File: src/rtl/nes_bus_pkg.sv
// Shared CPU-bus definitions for the sprite-DMA path: FSM state encoding and
// the fixed register addresses used as parameter defaults.
package nes_bus_pkg;

  typedef enum logic [2:0] {
    IDLE  = 3'd0,
    HALT  = 3'd1,
    ALIGN = 3'd2,
    READ  = 3'd3,
    WRITE = 3'd4,
    DONE  = 3'd5
  } dma_state_t;

  localparam logic [15:0] OAM_DMA_TRIG_ADDR  = 16'h4014;
  localparam logic [15:0] OAM_DATA_PORT_ADDR = 16'h2004;

endpackage

File: src/rtl/oam_dma_ctrl.sv
// Sprite-DMA engine: a trigger write stalls the CPU and copies XFER_LEN bytes
// from the selected page to the OAM data port. Define OAM_DMA_ALIGN_EN for odd-cycle alignment.
module oam_dma_ctrl
  import nes_bus_pkg::*;
#(
  parameter int ADDR_W   = 16,
  parameter int DATA_W   = 8,
  parameter int XFER_LEN = 256,
  parameter logic [ADDR_W-1:0] TRIG_ADDR     = ADDR_W'(OAM_DMA_TRIG_ADDR),
  parameter logic [ADDR_W-1:0] OAM_DATA_ADDR = ADDR_W'(OAM_DATA_PORT_ADDR)
) (
  input  logic              clk,
  input  logic              rst_n,
  input  logic [ADDR_W-1:0] cpu_addr,
  input  logic              cpu_wr,
  input  logic [DATA_W-1:0] cpu_wdata,
  input  logic [DATA_W-1:0] dma_rdata,
  output logic [ADDR_W-1:0] dma_addr,
  output logic              dma_rd,
  output logic              dma_wr,
  output logic [DATA_W-1:0] dma_wdata,
  output logic              stall,
  output logic              busy,
  output logic              done
);

  localparam int PAGE_W = ADDR_W - 8;
  localparam int IDX_W  = $clog2(XFER_LEN) + 1;
  localparam logic [IDX_W-1:0] LAST_IDX = IDX_W'(XFER_LEN - 1);

  dma_state_t        state;
  dma_state_t        next_state;
  logic [PAGE_W-1:0] page;
  logic [IDX_W-1:0]  idx;
  logic [DATA_W-1:0] latch;
  logic              trig;

  assign trig = cpu_wr && (cpu_addr == TRIG_ADDR);

`ifdef OAM_DMA_ALIGN_EN
  logic odd;

  // Bus-cycle parity, tracked independently of the FSM
  always_ff @(posedge clk or negedge rst_n) begin
    if (!rst_n) odd <= 1'b0;
    else        odd <= ~odd;
  end
`endif

  always_comb begin
    next_state = state;
    case (state)
      IDLE:  if (trig) next_state = HALT;
`ifdef OAM_DMA_ALIGN_EN
      HALT:  next_state = odd ? ALIGN : READ;
`else
      HALT:  next_state = READ;
`endif
      ALIGN: next_state = READ;
      READ:  next_state = WRITE;
      WRITE: next_state = (idx == LAST_IDX) ? DONE : READ;
      DONE:  next_state = IDLE;
      default: next_state = IDLE;
    endcase
  end

  always_ff @(posedge clk or negedge rst_n) begin
    if (!rst_n) state <= IDLE;
    else        state <= next_state;
  end

  // Triggers outside IDLE are dropped, so page/idx only load from IDLE
  always_ff @(posedge clk or negedge rst_n) begin
    if (!rst_n) begin
      page  <= '0;
      idx   <= '0;
      latch <= '0;
    end else begin
      if (state == IDLE && trig) begin
        page <= PAGE_W'(cpu_wdata);
        idx  <= '0;
      end
      if (state == READ) latch <= dma_rdata;
      if (state == WRITE && idx != LAST_IDX) idx <= idx + 1'b1;
    end
  end

  always_comb begin
    dma_rd    = (state == READ);
    dma_wr    = (state == WRITE);
    dma_addr  = '0;
    dma_wdata = '0;
    if (state == READ)  dma_addr = {page, 8'(idx)};
    if (state == WRITE) begin
      dma_addr  = OAM_DATA_ADDR;
      dma_wdata = latch;
    end
    stall = (state == HALT) || (state == ALIGN) || (state == READ) || (state == WRITE);
    busy  = (state != IDLE);
    done  = (state == DONE);
  end

endmodule

File: config.mk
export PLATFORM = sky130hd
export DESIGN_NAME = oam_dma_ctrl
export DESIGN_NICKNAME = d
export VERILOG_FILES = /design/src/rtl/nes_bus_pkg.sv /design/src/rtl/oam_dma_ctrl.sv
export SDC_FILE = /design/constraint.sdc
export NUM_CORES = 1
export LEC_CHECK = 0
export ABC_AREA = 1
export CORE_MARGIN = 3
export CORE_UTILIZATION = 40
export DETAILED_ROUTE_END_ITERATION = 12
export PLACE_DENSITY_LB_ADDON = 0.2
export SLEW_MARGIN = 20
export SYNTH_ARGS = -nofsm -noshare
export SYNTH_HDL_FRONTEND = slang
export SYNTH_SLANG_ARGS = --single-unit
File: constraint.sdc
create_clock -name clk -period 4.8 [get_ports clk]
set_clock_uncertainty 0.15 [all_clocks]
set_input_delay 1.44 -clock clk [delete_from_list [all_inputs] [get_ports clk]]
set_output_delay 1.44 -clock clk [all_outputs]
set_load 0.01 [all_outputs]
### After elaboration in Yosys (flattened, before gate mapping)

Index checks and enable logic that the tools add are counted.

* flip-flop bits (word level): 28
* bits in latches: 0
* bits in writable memories: 0
* memory bits (read-only): 0
* input bits: 35
* output and inout port bits: 29
* word-level logic and storage cells: 32
* memories: 0

* add/sub/neg operators: 1
* multipliers: 0
* divide/modulo/power cells: 0
* $lt $le $gt $ge: 0
* equal/unequal tests: 9
* shifts and indexed selects: 0
* multiplexer cells: 8
* bitwise operators: 0
* reduce and logical (&&, ||, !) cells: 10

Operator list (count)
* $mux 16: 2
* $mux 9: 2
* $eq 16x15->1 const B: 1
* $pmux 3 s4: 1
* $add 9x1->9 const B: 1
* $eq 9x8->1 const B: 1
* $ne 9x8->1 const B: 1
* $mux 8: 1
* $eq 3x2->1 const B: 2
* $eq 3x3->1 const B: 2
* $mux 3: 2
* $eq 3x1->1 const B: 1
* $logic_and 1x1->1: 3
* $logic_not 3->1: 1
* $logic_or 1x1->1: 3
* $reduce_bool 3->1: 1
* $ne 2x2->1 const B: 1
* $reduce_bool 2->1: 1
* $reduce_or 2->1: 1

### Depth between registers and ports, before layout

Gate-level depths: netlist of the first run.

* depth in word-level cells: 5
* depth in mapped cells: 11
* mapped depth without buffers: 11

### Least setup slack after synthesis of the first run

OpenSTA, ideal clock, no wires.

* path type: flip-flop to output port
* start: reg state[2]
* end: out dma_addr[2]
* arrival: 1.132 ns
* data required time: 3.210 ns
* setup slack: 2.078 ns
* stages on the path, launching flop included: 6
* path buffers: 2
* cells stage by stage: dfrtp_1 nor3_1 buf_2 buf_4 nand2_1 nand2_1

* cells in the longest elaborated chain, start to end: 3
* elaborated cells between the ends (all ways): 4
* classes of those cells: eq/ne: 2; mux: 2

RTL lines
* start, declared: line oam_dma_ctrl.sv:31 `dma_state_t state;`
* start signal, assigned: line oam_dma_ctrl.sv:69 `else state <= next_state;`
* $eq 3x2->1
* named net dma_rd: line oam_dma_ctrl.sv:19 `output logic dma_rd,`
* $mux 16: line oam_dma_ctrl.sv:93 `if (state == READ) dma_addr = {page, 8'(idx)};`
* $mux 16: line oam_dma_ctrl.sv:94 `if (state == WRITE) begin`
* end, declared: line oam_dma_ctrl.sv:18 `output logic [ADDR_W-1:0] dma_addr,`

The timed path passes the listed nets, and every way through them passes these cells.

### Worst setup path in the final report of the first run

* start: reg state[2]
* end: out dma_addr[15]

* cells in the longest elaborated chain, start to end: 3
* elaborated cells between the ends (all ways): 4
* classes of those cells: eq/ne: 2; mux: 2

RTL lines (line)
* $eq 3x2->1: oam_dma_ctrl.sv:93
* $mux 16: oam_dma_ctrl.sv:93
* $mux 16 *: oam_dma_ctrl.sv:94

Every way passes the cells marked *; elsewhere a longest branch is shown, timed or not.

==> run_summary.xml, run 1 <==
<?xml version="1.0" encoding="UTF-8"?>
<metrics>
  <group name="status">
    <metric name="run_status" unit="">completed</metric>
  </group>
  <group name="global_routing">
    <metric name="grt_overflow_total" unit="">0</metric>
    <metric name="grt_pass1_vias" unit="">1470</metric>
    <metric name="antenna_found_initial" unit="">0</metric>
    <metric name="grt_start_max_net_pins" unit="">29</metric>
    <metric name="first_pass_grt_wire_length" unit="mm">6.099</metric>
    <metric name="grt_use_total" unit="">0.1521</metric>
  </group>
  <group name="detailed_routing">
    <metric name="detail_route.wirelength" unit="mm">3.622</metric>
    <metric name="route.vias.total" unit="">1569</metric>
    <metric name="drt_first_iter_violations" unit="">51</metric>
    <metric name="detailed_routed_wire_length_on_met2" unit="mm">1.663</metric>
    <metric name="final_antenna_net_count" unit="">0</metric>
    <metric name="drcViolationCount" unit="">0</metric>
    <metric name="firstDrtPassIters" unit="">4</metric>
    <metric name="topRoutingLayerUsed" unit="">met4</metric>
    <metric name="routedWlPerCell" unit="µm">10.98</metric>
    <metric name="viasPerCell" unit="">4.755</metric>
    <metric name="drt-met1-wl" unit="mm">1.658</metric>
    <metric name="detailroute.wirelength.met3" unit="µm">235</metric>
  </group>
  <group name="hold_path">
    <metric name="hold_path_end" unit="">page[5]</metric>
    <metric name="hold_path_depth" unit="">2</metric>
    <metric name="hold_path.startpoint" unit="">page[5]</metric>
    <metric name="hp-class" unit="">register to register</metric>
  </group>
  <group name="placed_design">
    <metric name="final_weighted_congestion_in_routability_driven_placement" unit="">0.7911</metric>
    <metric name="port-buffer-count" unit="">63</metric>
    <metric name="place.detailed.hpwl" unit="mm">2.716</metric>
    <metric name="post_placement_setup_slack" unit="ps">1349</metric>
  </group>
  <group name="setup_path">
    <metric name="critPathRequiredTime" unit="ps">3210</metric>
    <metric name="worstPathBufferInverterCount" unit="">3</metric>
    <metric name="cp-end-kind" unit="">output port</metric>
    <metric name="worstSetupPathDepth" unit="">5</metric>
    <metric name="worst_path_dominant_cell_family" unit="">buffers and inverters</metric>
    <metric name="worst-setup-path-type" unit="">register to output port</metric>
    <metric name="cpMaxStageDelayCell" unit="">sky130_fd_sc_hd__clkdlybuf4s50_1</metric>
    <metric name="path_max_fanout" unit="">20</metric>
    <metric name="crit_arrival" unit="ps">2160</metric>
    <metric name="worst-r2r-cell-count" unit="">10</metric>
    <metric name="crit_chain" unit="">nor3_2 &gt; buf_4 &gt; inv_1 &gt; nor2_1 &gt; clkdlybuf4s50_1</metric>
    <metric name="ff2ff_setup_slack" unit="ps">2750</metric>
    <metric name="regToRegEndpoint" unit="">idx[8]</metric>
    <metric name="cp-start-kind" unit="">register</metric>
    <metric name="max_stage_delay" unit="ps">550</metric>
    <metric name="launch_instance_of_the_worst_register_to_register_path" unit="">idx[0]</metric>
  </group>
  <group name="floorplanning">
    <metric name="core" unit="µm²">3771</metric>
    <metric name="core.rowCount" unit="">22</metric>
    <metric name="floorplan.initialDensity" unit="">0.4253</metric>
    <metric name="design.portCount" unit="">64</metric>
    <metric name="die_h" unit="µm">69.33</metric>
    <metric name="floorplan.die_area" unit="µm²">4806</metric>
    <metric name="die_x" unit="µm">69.33</metric>
  </group>
  <group name="sta">
    <metric name="setup_viol_count_final" unit="">0</metric>
    <metric name="final.min_clock_period" unit="ps">3748</metric>
    <metric name="timing.final.crit_share" unit="">0.7808</metric>
    <metric name="worst_slew_margin_rel" unit="">0.4731</metric>
    <metric name="timing_hold_violations_final" unit="">0</metric>
    <metric name="final.setup.worst_slack" unit="ps">1052</metric>
    <metric name="fin_setup_tns" unit="ps">0</metric>
    <metric name="timing_worst_slew_pin_value" unit="ps">787.4</metric>
    <metric name="slew_violations" unit="">0</metric>
    <metric name="rsz0062_at_grt" unit="">no</metric>
    <metric name="max_clk_rate" unit="MHz">266.8</metric>
  </group>
  <group name="cts">
    <metric name="cts-root-to-sink-buffers" unit="">2</metric>
    <metric name="cts.htree.levels" unit="">1</metric>
    <metric name="cts_made_buffers" unit="">3</metric>
    <metric name="cts-root-buf" unit="">sky130_fd_sc_hd__clkbuf_8</metric>
    <metric name="clock_latency" unit="ps">270</metric>
    <metric name="cts.repair.resized" unit="">0</metric>
    <metric name="clk_pin_slew_worst_paths" unit="ps">90</metric>
    <metric name="clock_sinks" unit="">28</metric>
    <metric name="count_of_hold_buffers_inserted_by_post_cts_repair" unit="">0</metric>
    <metric name="tritoncts" unit="">done</metric>
    <metric name="post-cts-setup-buffer-count" unit="">0</metric>
  </group>
  <group name="flow_run">
    <metric name="max_cap_violations" unit="">0</metric>
  </group>
  <group name="final_layout">
    <metric name="layout.nets" unit="">321</metric>
    <metric name="area.growth.synth_to_final" unit="%">43.99</metric>
    <metric name="final_util" unit="">0.6125</metric>
    <metric name="drive_gt1_frac" unit="">0.06383</metric>
    <metric name="n_fill_cell" unit="">353</metric>
    <metric name="antenna-diode-count" unit="">0</metric>
  </group>
  <group name="logic_synthesis">
    <metric name="synthDominantCellAreaShare" unit="">0.4368</metric>
    <metric name="synthCells" unit="">221</metric>
    <metric name="leading_post_synthesis_cells_by_cell_area" unit="">sky130_fd_sc_hd__dfrtp_1 (44%), sky130_fd_sc_hd__nand2_1 (14%), sky130_fd_sc_hd__nor2_1 (8.9%)</metric>
    <metric name="post_synthesis_instance_area" unit="µm²">1604</metric>
    <metric name="ys_seq_area_frac" unit="">0.4368</metric>
    <metric name="yosysWarningCount" unit="">0</metric>
    <metric name="syn-mean-instance-area" unit="µm²">7.258</metric>
    <metric name="synthDistinctLibCells" unit="">24</metric>
    <metric name="synth_fp_nets" unit="">258</metric>
    <metric name="synth_seq_cells" unit="">28</metric>
    <metric name="yosys.area.top_type" unit="">sky130_fd_sc_hd__dfrtp_1</metric>
  </group>
  <group name="pwr">
    <metric name="power.density_cell_area" unit="nW/µm²">175.6</metric>
    <metric name="ir_worst_vdd" unit="V">0.00008739</metric>
    <metric name="cellLeakagePower" unit="nW">1.133</metric>
  </group>
</metrics>
==> cell usage after synthesis <==
cell                       n
sky130_fd_sc_hd__o21ai_0  10
sky130_fd_sc_hd__and2_0    1
sky130_fd_sc_hd__or2_0     2
sky130_fd_sc_hd__nor2_1   38
sky130_fd_sc_hd__xor2_1    1
sky130_fd_sc_hd__nor3_1    2
sky130_fd_sc_hd__nand4_4   1
sky130_fd_sc_hd__nor2_4    1
sky130_fd_sc_hd__dfrtp_1  28
sky130_fd_sc_hd__nor2_2    2
sky130_fd_sc_hd__buf_4     2
sky130_fd_sc_hd__nand4_1   9
sky130_fd_sc_hd__buf_6     1
sky130_fd_sc_hd__nor3_4    1
sky130_fd_sc_hd__buf_2     4
sky130_fd_sc_hd__nand3_1  17
sky130_fd_sc_hd__or2_2     1
sky130_fd_sc_hd__inv_2     4
sky130_fd_sc_hd__a21oi_1   2
sky130_fd_sc_hd__nand2_1  59
sky130_fd_sc_hd__inv_1    31
sky130_fd_sc_hd__ha_1      2
sky130_fd_sc_hd__nand3_2   1
sky130_fd_sc_hd__nor2_8    1
==> worst register-to-register path, stage by stage, from the launching register on <==
cell,delay (ps)
sky130_fd_sc_hd__dfrtp_1,410
sky130_fd_sc_hd__ha_1,200
sky130_fd_sc_hd__nand3_1,100
sky130_fd_sc_hd__nor2_1,130
sky130_fd_sc_hd__nand2_1,90
sky130_fd_sc_hd__nor2_1,120
sky130_fd_sc_hd__ha_1,280
sky130_fd_sc_hd__nor2_8,90
sky130_fd_sc_hd__inv_2,180
sky130_fd_sc_hd__or2_0,140
sky130_fd_sc_hd__nand2_1,50
==> kinds of logic after synthesis <==
group / after synthesis / share of synthesized area
buffers and inverters: 42 / 0.1108
AO/OA/AOI/OAI: 12 / 0.03744
AND/OR/NAND/NOR: 136 / 0.3939
adder cells (fa/ha/maj): 2 / 0.01560
flip-flops: 28 / 0.4368
XOR/XNOR: 1 / 0.005461
==> routing by layer <==
metal,vias up,global-route usage
li1,806,-
met1,704,0.1963
met2,54,0.2489
met3,5,0.02754
met4,0,0.06508
met5,-,0
==> how the worst max path moves through the flow <==
stage,startpoint,endpoint,slack (ps)
floorplan,state[2],dma_addr[2],2080
global placement,state[2],dma_addr[15],1340
detailed placement,cpu_addr[3],idx[6],1350
CTS,state[2],dma_addr[8],1030
global route,state[2],dma_addr[15],900
finish,state[2],dma_addr[15],1050
==> registers in the layout (all words and copies together), names as in the netlist <==
signal  cells
idx         9
latch       8
page        8
state       3
==> area by class of cell <==
type                            count  area (µm²)  area share
Sequential cell                    28       700.7      0.3034
Multi-Input combinational cell    151       730.7      0.3164
Clock buffer                        3       41.29     0.01788
Inverter                           35       131.4     0.05688
Tap cell                           48       60.06     0.02600
Timing Repair Buffer               65       645.6      0.2795
==> power by group <==
| part | leakage [nW] | internal (mW) | switching, mW |
|---|---|---|---|
| sequential | 0.343 | 0.239 | 0.000776 |
| clock | 0.0216 | 0.0563 | 0.0671 |
| combinational | 0.768 | 0.0281 | 0.0145 |
| total | 1.13 | 0.323 | 0.0823 |
==> layout by cell type (no fill, tap or decap), types with 2 or more instances in the layout <==
master and instances:
sky130_fd_sc_hd__a21oi_1 2, sky130_fd_sc_hd__buf_4 2, sky130_fd_sc_hd__clkbuf_8 3, sky130_fd_sc_hd__clkdlybuf4s50_1 63
sky130_fd_sc_hd__dfrtp_1 28, sky130_fd_sc_hd__ha_1 2, sky130_fd_sc_hd__inv_1 31, sky130_fd_sc_hd__inv_2 4
sky130_fd_sc_hd__nand2_1 59, sky130_fd_sc_hd__nand3_1 17, sky130_fd_sc_hd__nand4_1 9, sky130_fd_sc_hd__nor2_1 38
sky130_fd_sc_hd__nor2_2 2, sky130_fd_sc_hd__o21ai_0 10, sky130_fd_sc_hd__or2_0 2
==> metrics by stage <==
| step | power (mW) | hold slack [ps] | std cells | instance area, µm² |
|---|---|---|---|---|
| 5_1_grt | 0.4222 | 352.4 | 330 | 2310 |
| 6_report | 0.4057 | 326.0 | 330 | 2310 |
| 2_1_floorplan | 0.2526 | 291.9 | 221 | 1604 |
| 3_5_place_dp | 0.2875 | 308.4 | 327 | 2268 |
| 4_1_cts | 0.4106 | 330.8 | 330 | 2310 |
| 3_3_place_gp | 0.2871 | 305.9 | 327 | 2268 |
Note: power is estimated with default switching activity, not from simulation.
==> run 2: changes to the inputs <==
==> constraint.sdc (replaced) <==
create_clock -name clk -period 3.85 [get_ports clk]
set_clock_uncertainty 0.15 [all_clocks]
set_input_delay 1.155 -clock clk [delete_from_list [all_inputs] [get_ports clk]]
set_output_delay 1.155 -clock clk [all_outputs]
set_load 0.01 [all_outputs]
==> run_summary.xml, run 2 (synthesized netlist as in run 1, its figures left out) <==
<?xml version="1.0" encoding="UTF-8"?>
<metrics>
  <group name="sta">
    <metric name="rsz0062_at_grt" unit="">no</metric>
    <metric name="setup_viol_count_final" unit="">0</metric>
    <metric name="final.setup.worst_slack" unit="ps">618.7</metric>
    <metric name="fin_setup_tns" unit="ps">0</metric>
    <metric name="timing.final.crit_share" unit="">0.8393</metric>
    <metric name="final.min_clock_period" unit="ps">3231</metric>
    <metric name="worst_slew_margin_rel" unit="">0.6505</metric>
    <metric name="timing_worst_slew_pin_value" unit="ps">523.7</metric>
    <metric name="timing_hold_violations_final" unit="">0</metric>
    <metric name="max_clk_rate" unit="MHz">309.5</metric>
    <metric name="slew_violations" unit="">0</metric>
  </group>
  <group name="final_layout">
    <metric name="final_util" unit="">0.6244</metric>
    <metric name="highest_count_cells_in_the_layout_ignoring_fill_and_taps" unit="">sky130_fd_sc_hd__clkdlybuf4s50_1 (63), sky130_fd_sc_hd__nand2_1 (59), sky130_fd_sc_hd__nor2_1 (38)</metric>
    <metric name="area.growth.synth_to_final" unit="%">46.80</metric>
    <metric name="drive_gt1_frac" unit="">0.07368</metric>
    <metric name="largest_reg_flops" unit="">9</metric>
    <metric name="final_instance_area" unit="µm²">2355</metric>
    <metric name="antenna-diode-count" unit="">0</metric>
    <metric name="layout.nets" unit="">323</metric>
    <metric name="max_flop_register" unit="">idx</metric>
    <metric name="most_common_cell_after_layout_fill_and_taps_aside" unit="">sky130_fd_sc_hd__clkdlybuf4s50_1</metric>
    <metric name="largest_registers" unit="">idx (9), latch (8), page (8)</metric>
  </group>
  <group name="cts">
    <metric name="clk_pin_slew_worst_paths" unit="ps">100</metric>
    <metric name="clock_sinks" unit="">28</metric>
    <metric name="cts.htree.levels" unit="">1</metric>
    <metric name="cts-root-buf" unit="">sky130_fd_sc_hd__clkbuf_8</metric>
    <metric name="tritoncts" unit="">done</metric>
    <metric name="post-cts-setup-buffer-count" unit="">0</metric>
    <metric name="clock_latency" unit="ps">280</metric>
    <metric name="cts_made_buffers" unit="">3</metric>
    <metric name="count_of_hold_buffers_inserted_by_post_cts_repair" unit="">0</metric>
    <metric name="cts-root-to-sink-buffers" unit="">2</metric>
    <metric name="cts.repair.resized" unit="">0</metric>
  </group>
  <group name="detailed_routing">
    <metric name="drt_first_iter_violations" unit="">94</metric>
    <metric name="drcViolationCount" unit="">0</metric>
    <metric name="final_antenna_net_count" unit="">0</metric>
    <metric name="firstDrtPassIters" unit="">4</metric>
    <metric name="viasPerCell" unit="">4.835</metric>
    <metric name="detail_route.wirelength" unit="mm">3.789</metric>
    <metric name="route.vias.total" unit="">1610</metric>
    <metric name="routedWlPerCell" unit="µm">11.38</metric>
  </group>
  <group name="status">
    <metric name="run_status" unit="">completed</metric>
  </group>
  <group name="placed_design">
    <metric name="final_weighted_congestion_in_routability_driven_placement" unit="">0.7725</metric>
    <metric name="placedInstanceArea" unit="µm²">2283</metric>
    <metric name="post_placement_setup_slack" unit="ps">907.7</metric>
    <metric name="place.detailed.hpwl" unit="mm">2.794</metric>
    <metric name="port-buffer-count" unit="">63</metric>
  </group>
  <group name="pwr">
    <metric name="cellLeakagePower" unit="nW">1.158</metric>
    <metric name="ir_worst_vdd" unit="V">0.0001338</metric>
    <metric name="power.density_cell_area" unit="nW/µm²">248.5</metric>
    <metric name="power.total" unit="mW">0.5851</metric>
  </group>
  <group name="global_routing">
    <metric name="first_pass_grt_wire_length" unit="mm">6.851</metric>
    <metric name="antenna_found_initial" unit="">0</metric>
    <metric name="grt_use_total" unit="">0.1721</metric>
    <metric name="grt_pass1_vias" unit="">1589</metric>
    <metric name="grt_start_max_net_pins" unit="">29</metric>
    <metric name="grt_overflow_total" unit="">0</metric>
  </group>
  <group name="setup_path">
    <metric name="worst-setup-path-type" unit="">register to output port</metric>
    <metric name="cp-end-kind" unit="">output port</metric>
    <metric name="crit_arrival" unit="ps">1930</metric>
    <metric name="path_max_fanout" unit="">16</metric>
    <metric name="cp-start-kind" unit="">register</metric>
    <metric name="critPathRequiredTime" unit="ps">2540</metric>
  </group>
  <group name="floorplanning">
    <metric name="core" unit="µm²">3771</metric>
    <metric name="design.portCount" unit="">64</metric>
    <metric name="floorplan.initialDensity" unit="">0.4253</metric>
    <metric name="die_x" unit="µm">69.33</metric>
    <metric name="core.rowCount" unit="">22</metric>
    <metric name="floorplan.die_area" unit="µm²">4806</metric>
    <metric name="die_h" unit="µm">69.33</metric>
  </group>
  <group name="flow_run">
    <metric name="max_cap_violations" unit="">0</metric>
  </group>
  <group name="hold_path">
    <metric name="hp-class" unit="">register to register</metric>
  </group>
</metrics>
## run 2: changes by cell type in the layout (fill, tap and decap cells not counted), sizes merged
cell	change
buf	+2
bufinv	+1
## run 2: power by group
group	internal [mW]	switching [mW]	total (mW)	leakage, nW
logic	0.0351	0.0182	0.0533	0.779
registers	0.298	0.00111	0.299	0.343
clock network	0.139	0.0933	0.233	0.0357
## run 2: cell type report
type,count,area (µm²)
fillers,337,1416
multi-input cells,151,730.7
flip-flops and latches,28,700.7
repair buffers,67,660.6
inverters,35,131.4
well taps,48,60.06
clock buffers,3,41.29
clock inverters,1,30.03
## run 2: final timing paths
path                       cells past startpoint  slack (ps)  startpoint     endpoint
min                                            2         330     page[6]      page[6]
min reg2reg                                    2         330     page[6]      page[6]
max in group asynchronous                      2        2170       rst_n      page[7]
max reg2reg                                   10        1850      idx[0]       idx[8]
max                                            4         620    state[2]  dma_addr[6]
min in group asynchronous                      2        1100       rst_n     latch[1]
## run 2: per-layer routing
layer  vias up  track usage  part of all wire
met4         0      0.08243             0.020
met3         8      0.03188             0.064
met1       727       0.2225              0.44
li1        813            -                 -
met5         -            0                 0
met2        62       0.2765              0.47
## run 2: critical path: stages (launching register included)
cell and delay (ps):
sky130_fd_sc_hd__dfrtp_1 440, sky130_fd_sc_hd__nor3_2 210, sky130_fd_sc_hd__inv_1 270, sky130_fd_sc_hd__nor2_1 170
sky130_fd_sc_hd__clkdlybuf4s50_1 550
## run 2: metrics by stage
step	hold slack [ps]	std cells
after floorplan	291.9	221
after global placement	304.7	329
after detailed placement	312.8	329
after CTS	335.6	333
after global routing	359.7	333
final	332.6	333
==> run 3: changes to the inputs <==
==> constraint.sdc (replaced) <==
create_clock -name clk -period 3.4 [get_ports clk]
set_clock_uncertainty 0.15 [all_clocks]
set_input_delay 1.02 -clock clk [delete_from_list [all_inputs] [get_ports clk]]
set_output_delay 1.02 -clock clk [all_outputs]
set_load 0.01 [all_outputs]
==> run_summary.xml, run 3 (synthesized netlist as in run 1, its figures left out) <==
<?xml version="1.0" encoding="UTF-8"?>
<metrics>
  <group name="status">
    <metric name="run_status" unit="">completed</metric>
  </group>
  <group name="hold_path">
    <metric name="hold_path_depth" unit="">2</metric>
    <metric name="hp-class" unit="">register to register</metric>
  </group>
  <group name="pwr">
    <metric name="share_clk_of_total_power" unit="">0.311</metric>
    <metric name="power.share.combinational" unit="">0.104</metric>
    <metric name="power_switching" unit="mW">0.1210</metric>
    <metric name="power.share.switching" unit="">0.2094</metric>
    <metric name="intPower" unit="mW">0.4568</metric>
    <metric name="seq_power_share" unit="">0.586</metric>
    <metric name="cellLeakagePower" unit="nW">1.143</metric>
    <metric name="ir_worst_vdd" unit="V">0.0001405</metric>
    <metric name="power.density_cell_area" unit="nW/µm²">248.5</metric>
  </group>
  <group name="global_routing">
    <metric name="grt_overflow_total" unit="">0</metric>
    <metric name="first_pass_grt_wire_length" unit="mm">6.203</metric>
    <metric name="grt.met1_usage" unit="">0.2168</metric>
    <metric name="grt_util_met3" unit="">0.02899</metric>
    <metric name="grt_use_total" unit="">0.1559</metric>
    <metric name="global_route.usage.met2" unit="">0.2405</metric>
    <metric name="grt_pass1_vias" unit="">1401</metric>
    <metric name="antenna_found_initial" unit="">0</metric>
    <metric name="grt_most_used_layer" unit="">met2</metric>
    <metric name="grt_start_max_net_pins" unit="">29</metric>
  </group>
  <group name="final_layout">
    <metric name="max_flop_register" unit="">idx</metric>
    <metric name="non_filler_instance_count_after_layout" unit="">332</metric>
    <metric name="most_common_cell_after_layout_fill_and_taps_aside" unit="">sky130_fd_sc_hd__clkdlybuf4s50_1</metric>
    <metric name="n_fill_cell" unit="">347</metric>
    <metric name="final_instance_area" unit="µm²">2325</metric>
    <metric name="sequential_cell_area" unit="µm²">700.7</metric>
    <metric name="antenna-diode-count" unit="">0</metric>
    <metric name="drive_gt1_frac" unit="">0.07042</metric>
    <metric name="area.growth.synth_to_final" unit="%">44.93</metric>
    <metric name="highest_count_cells_in_the_layout_ignoring_fill_and_taps" unit="">sky130_fd_sc_hd__clkdlybuf4s50_1 (63), sky130_fd_sc_hd__nand2_1 (59), sky130_fd_sc_hd__nor2_1 (38)</metric>
    <metric name="largest_registers" unit="">idx (9), latch (8), page (8)</metric>
    <metric name="layout.nets" unit="">323</metric>
    <metric name="largest_reg_flops" unit="">9</metric>
    <metric name="multi_input_gate_area_in_the_final_layout" unit="µm²">730.7</metric>
  </group>
  <group name="sta">
    <metric name="final.min_clock_period" unit="ps">3095</metric>
    <metric name="setup_viol_count_final" unit="">0</metric>
    <metric name="max_clk_rate" unit="MHz">323.1</metric>
    <metric name="rsz0062_at_grt" unit="">no</metric>
    <metric name="fin_setup_tns" unit="ps">0</metric>
    <metric name="worst_slew_margin_rel" unit="">0.6626</metric>
    <metric name="slew_violations" unit="">0</metric>
    <metric name="timing_hold_violations_final" unit="">0</metric>
    <metric name="final.setup.worst_slack" unit="ps">305.3</metric>
    <metric name="timing.final.crit_share" unit="">0.9102</metric>
    <metric name="timing_worst_slew_pin_value" unit="ps">505.5</metric>
  </group>
  <group name="floorplanning">
    <metric name="design.portCount" unit="">64</metric>
    <metric name="core" unit="µm²">3771</metric>
    <metric name="die_x" unit="µm">69.33</metric>
    <metric name="die_h" unit="µm">69.33</metric>
    <metric name="floorplan.initialDensity" unit="">0.4253</metric>
    <metric name="floorplan.die_area" unit="µm²">4806</metric>
    <metric name="core.rowCount" unit="">22</metric>
  </group>
  <group name="setup_path">
    <metric name="max_stage_delay" unit="ps">550</metric>
    <metric name="cp-start-kind" unit="">register</metric>
    <metric name="worst_path_dominant_cell_family" unit="">buffers and inverters</metric>
    <metric name="critPathRequiredTime" unit="ps">2230</metric>
    <metric name="worst-setup-path-type" unit="">register to output port</metric>
    <metric name="cp-end-kind" unit="">output port</metric>
    <metric name="path_max_fanout" unit="">16</metric>
    <metric name="crit_chain" unit="">nor3_2 &gt; inv_1 &gt; nor2_1 &gt; clkdlybuf4s50_1</metric>
    <metric name="crit_arrival" unit="ps">1920</metric>
    <metric name="worstSetupPathDepth" unit="">4</metric>
    <metric name="cpMaxStageDelayCell" unit="">sky130_fd_sc_hd__clkdlybuf4s50_1</metric>
    <metric name="worst-r2r-cell-count" unit="">10</metric>
    <metric name="worstPathBufferInverterCount" unit="">2</metric>
  </group>
  <group name="detailed_routing">
    <metric name="drt_first_iter_violations" unit="">71</metric>
    <metric name="viasPerCell" unit="">4.729</metric>
    <metric name="final_antenna_net_count" unit="">0</metric>
    <metric name="routedWlPerCell" unit="µm">10.88</metric>
    <metric name="detail_route.wirelength" unit="mm">3.611</metric>
    <metric name="drcViolationCount" unit="">0</metric>
    <metric name="route.vias.total" unit="">1570</metric>
    <metric name="firstDrtPassIters" unit="">4</metric>
  </group>
  <group name="placed_design">
    <metric name="place.detailed.hpwl" unit="mm">2.743</metric>
    <metric name="place_inst" unit="">329</metric>
    <metric name="placedInstanceArea" unit="µm²">2283</metric>
    <metric name="post_placement_setup_slack" unit="ps">606.9</metric>
    <metric name="port-buffer-count" unit="">63</metric>
    <metric name="final_weighted_congestion_in_routability_driven_placement" unit="">0.7605</metric>
  </group>
  <group name="flow_run">
    <metric name="max_cap_violations" unit="">0</metric>
  </group>
  <group name="cts">
    <metric name="clock_sinks" unit="">28</metric>
    <metric name="post-cts-setup-buffer-count" unit="">0</metric>
    <metric name="cts.htree.levels" unit="">1</metric>
    <metric name="clk_pin_slew_worst_paths" unit="ps">90</metric>
    <metric name="clock_latency" unit="ps">280</metric>
    <metric name="tritoncts" unit="">done</metric>
    <metric name="cts.repair.resized" unit="">0</metric>
    <metric name="cts-root-buf" unit="">sky130_fd_sc_hd__clkbuf_8</metric>
    <metric name="cts-root-to-sink-buffers" unit="">2</metric>
    <metric name="count_of_hold_buffers_inserted_by_post_cts_repair" unit="">0</metric>
    <metric name="cts_made_buffers" unit="">3</metric>
  </group>
</metrics>
[run 3: cell types whose count changed in the layout (fill, tap and decap cells not counted), sizes merged]
cell	before	now
bufinv	1	0
[run 3: area by class of cell]
| class | count | area share |
|---|---|---|
| Clock buffer | 3 | 0.01776 |
| Inverter | 35 | 0.05651 |
| Multi-Input combinational cell | 151 | 0.3143 |
| Sequential cell | 28 | 0.3014 |
| Tap cell | 48 | 0.02583 |
| Timing Repair Buffer | 67 | 0.2842 |
[run 3: power by group through the flow]
stage	combinational (mW)	clock [mW]	sequential, mW
4_1_cts	0.0611	0.186	0.339
2_1_floorplan	0.0116	0	0.345
5_1_grt	0.0664	0.198	0.339
3_3_place_gp	0.0603	0	0.345
6_report	0.0598	0.179	0.338
3_5_place_dp	0.0608	0	0.345
[run 3: metal layers]
layer | vias to the layer above | wire length, µm
met2 | 58 | 1577
met5 | - | 0
met1 | 697 | 1755
li1 | 810 | -
met4 | 0 | 54
met3 | 5 | 225
[run 3: worst paths after layout]
kind                       slack [ps]  startpoint     endpoint
max in group asynchronous        1870       rst_n       idx[6]
hold reg to reg                   330     page[4]      page[4]
setup / recovery                  310    state[2]  dma_addr[3]
setup reg to reg                 1380      idx[0]       idx[8]
min in group asynchronous         960       rst_n     latch[6]
hold / removal                    330     page[4]      page[4]
[run 3: worst reg2reg max path, delay by kind of cell (launching register included)]
kind / cells / cell delay (ps)
simple gates: 7 / 720
fa+ha+maj: 2 / 470
flops: 1 / 410
buf+inv: 1 / 180
[run 3: through the flow]
stage	power (mW)	utilization	hold WS, ps
6_report	0.5778	0.6165	325.9
5_1_grt	0.6034	0.6165	361.9
4_1_cts	0.5857	0.6165	331.0
3_5_place_dp	0.4060	0.6055	308.5
3_3_place_gp	0.4053	0.6055	305.4
2_1_floorplan	0.3567	-	291.9
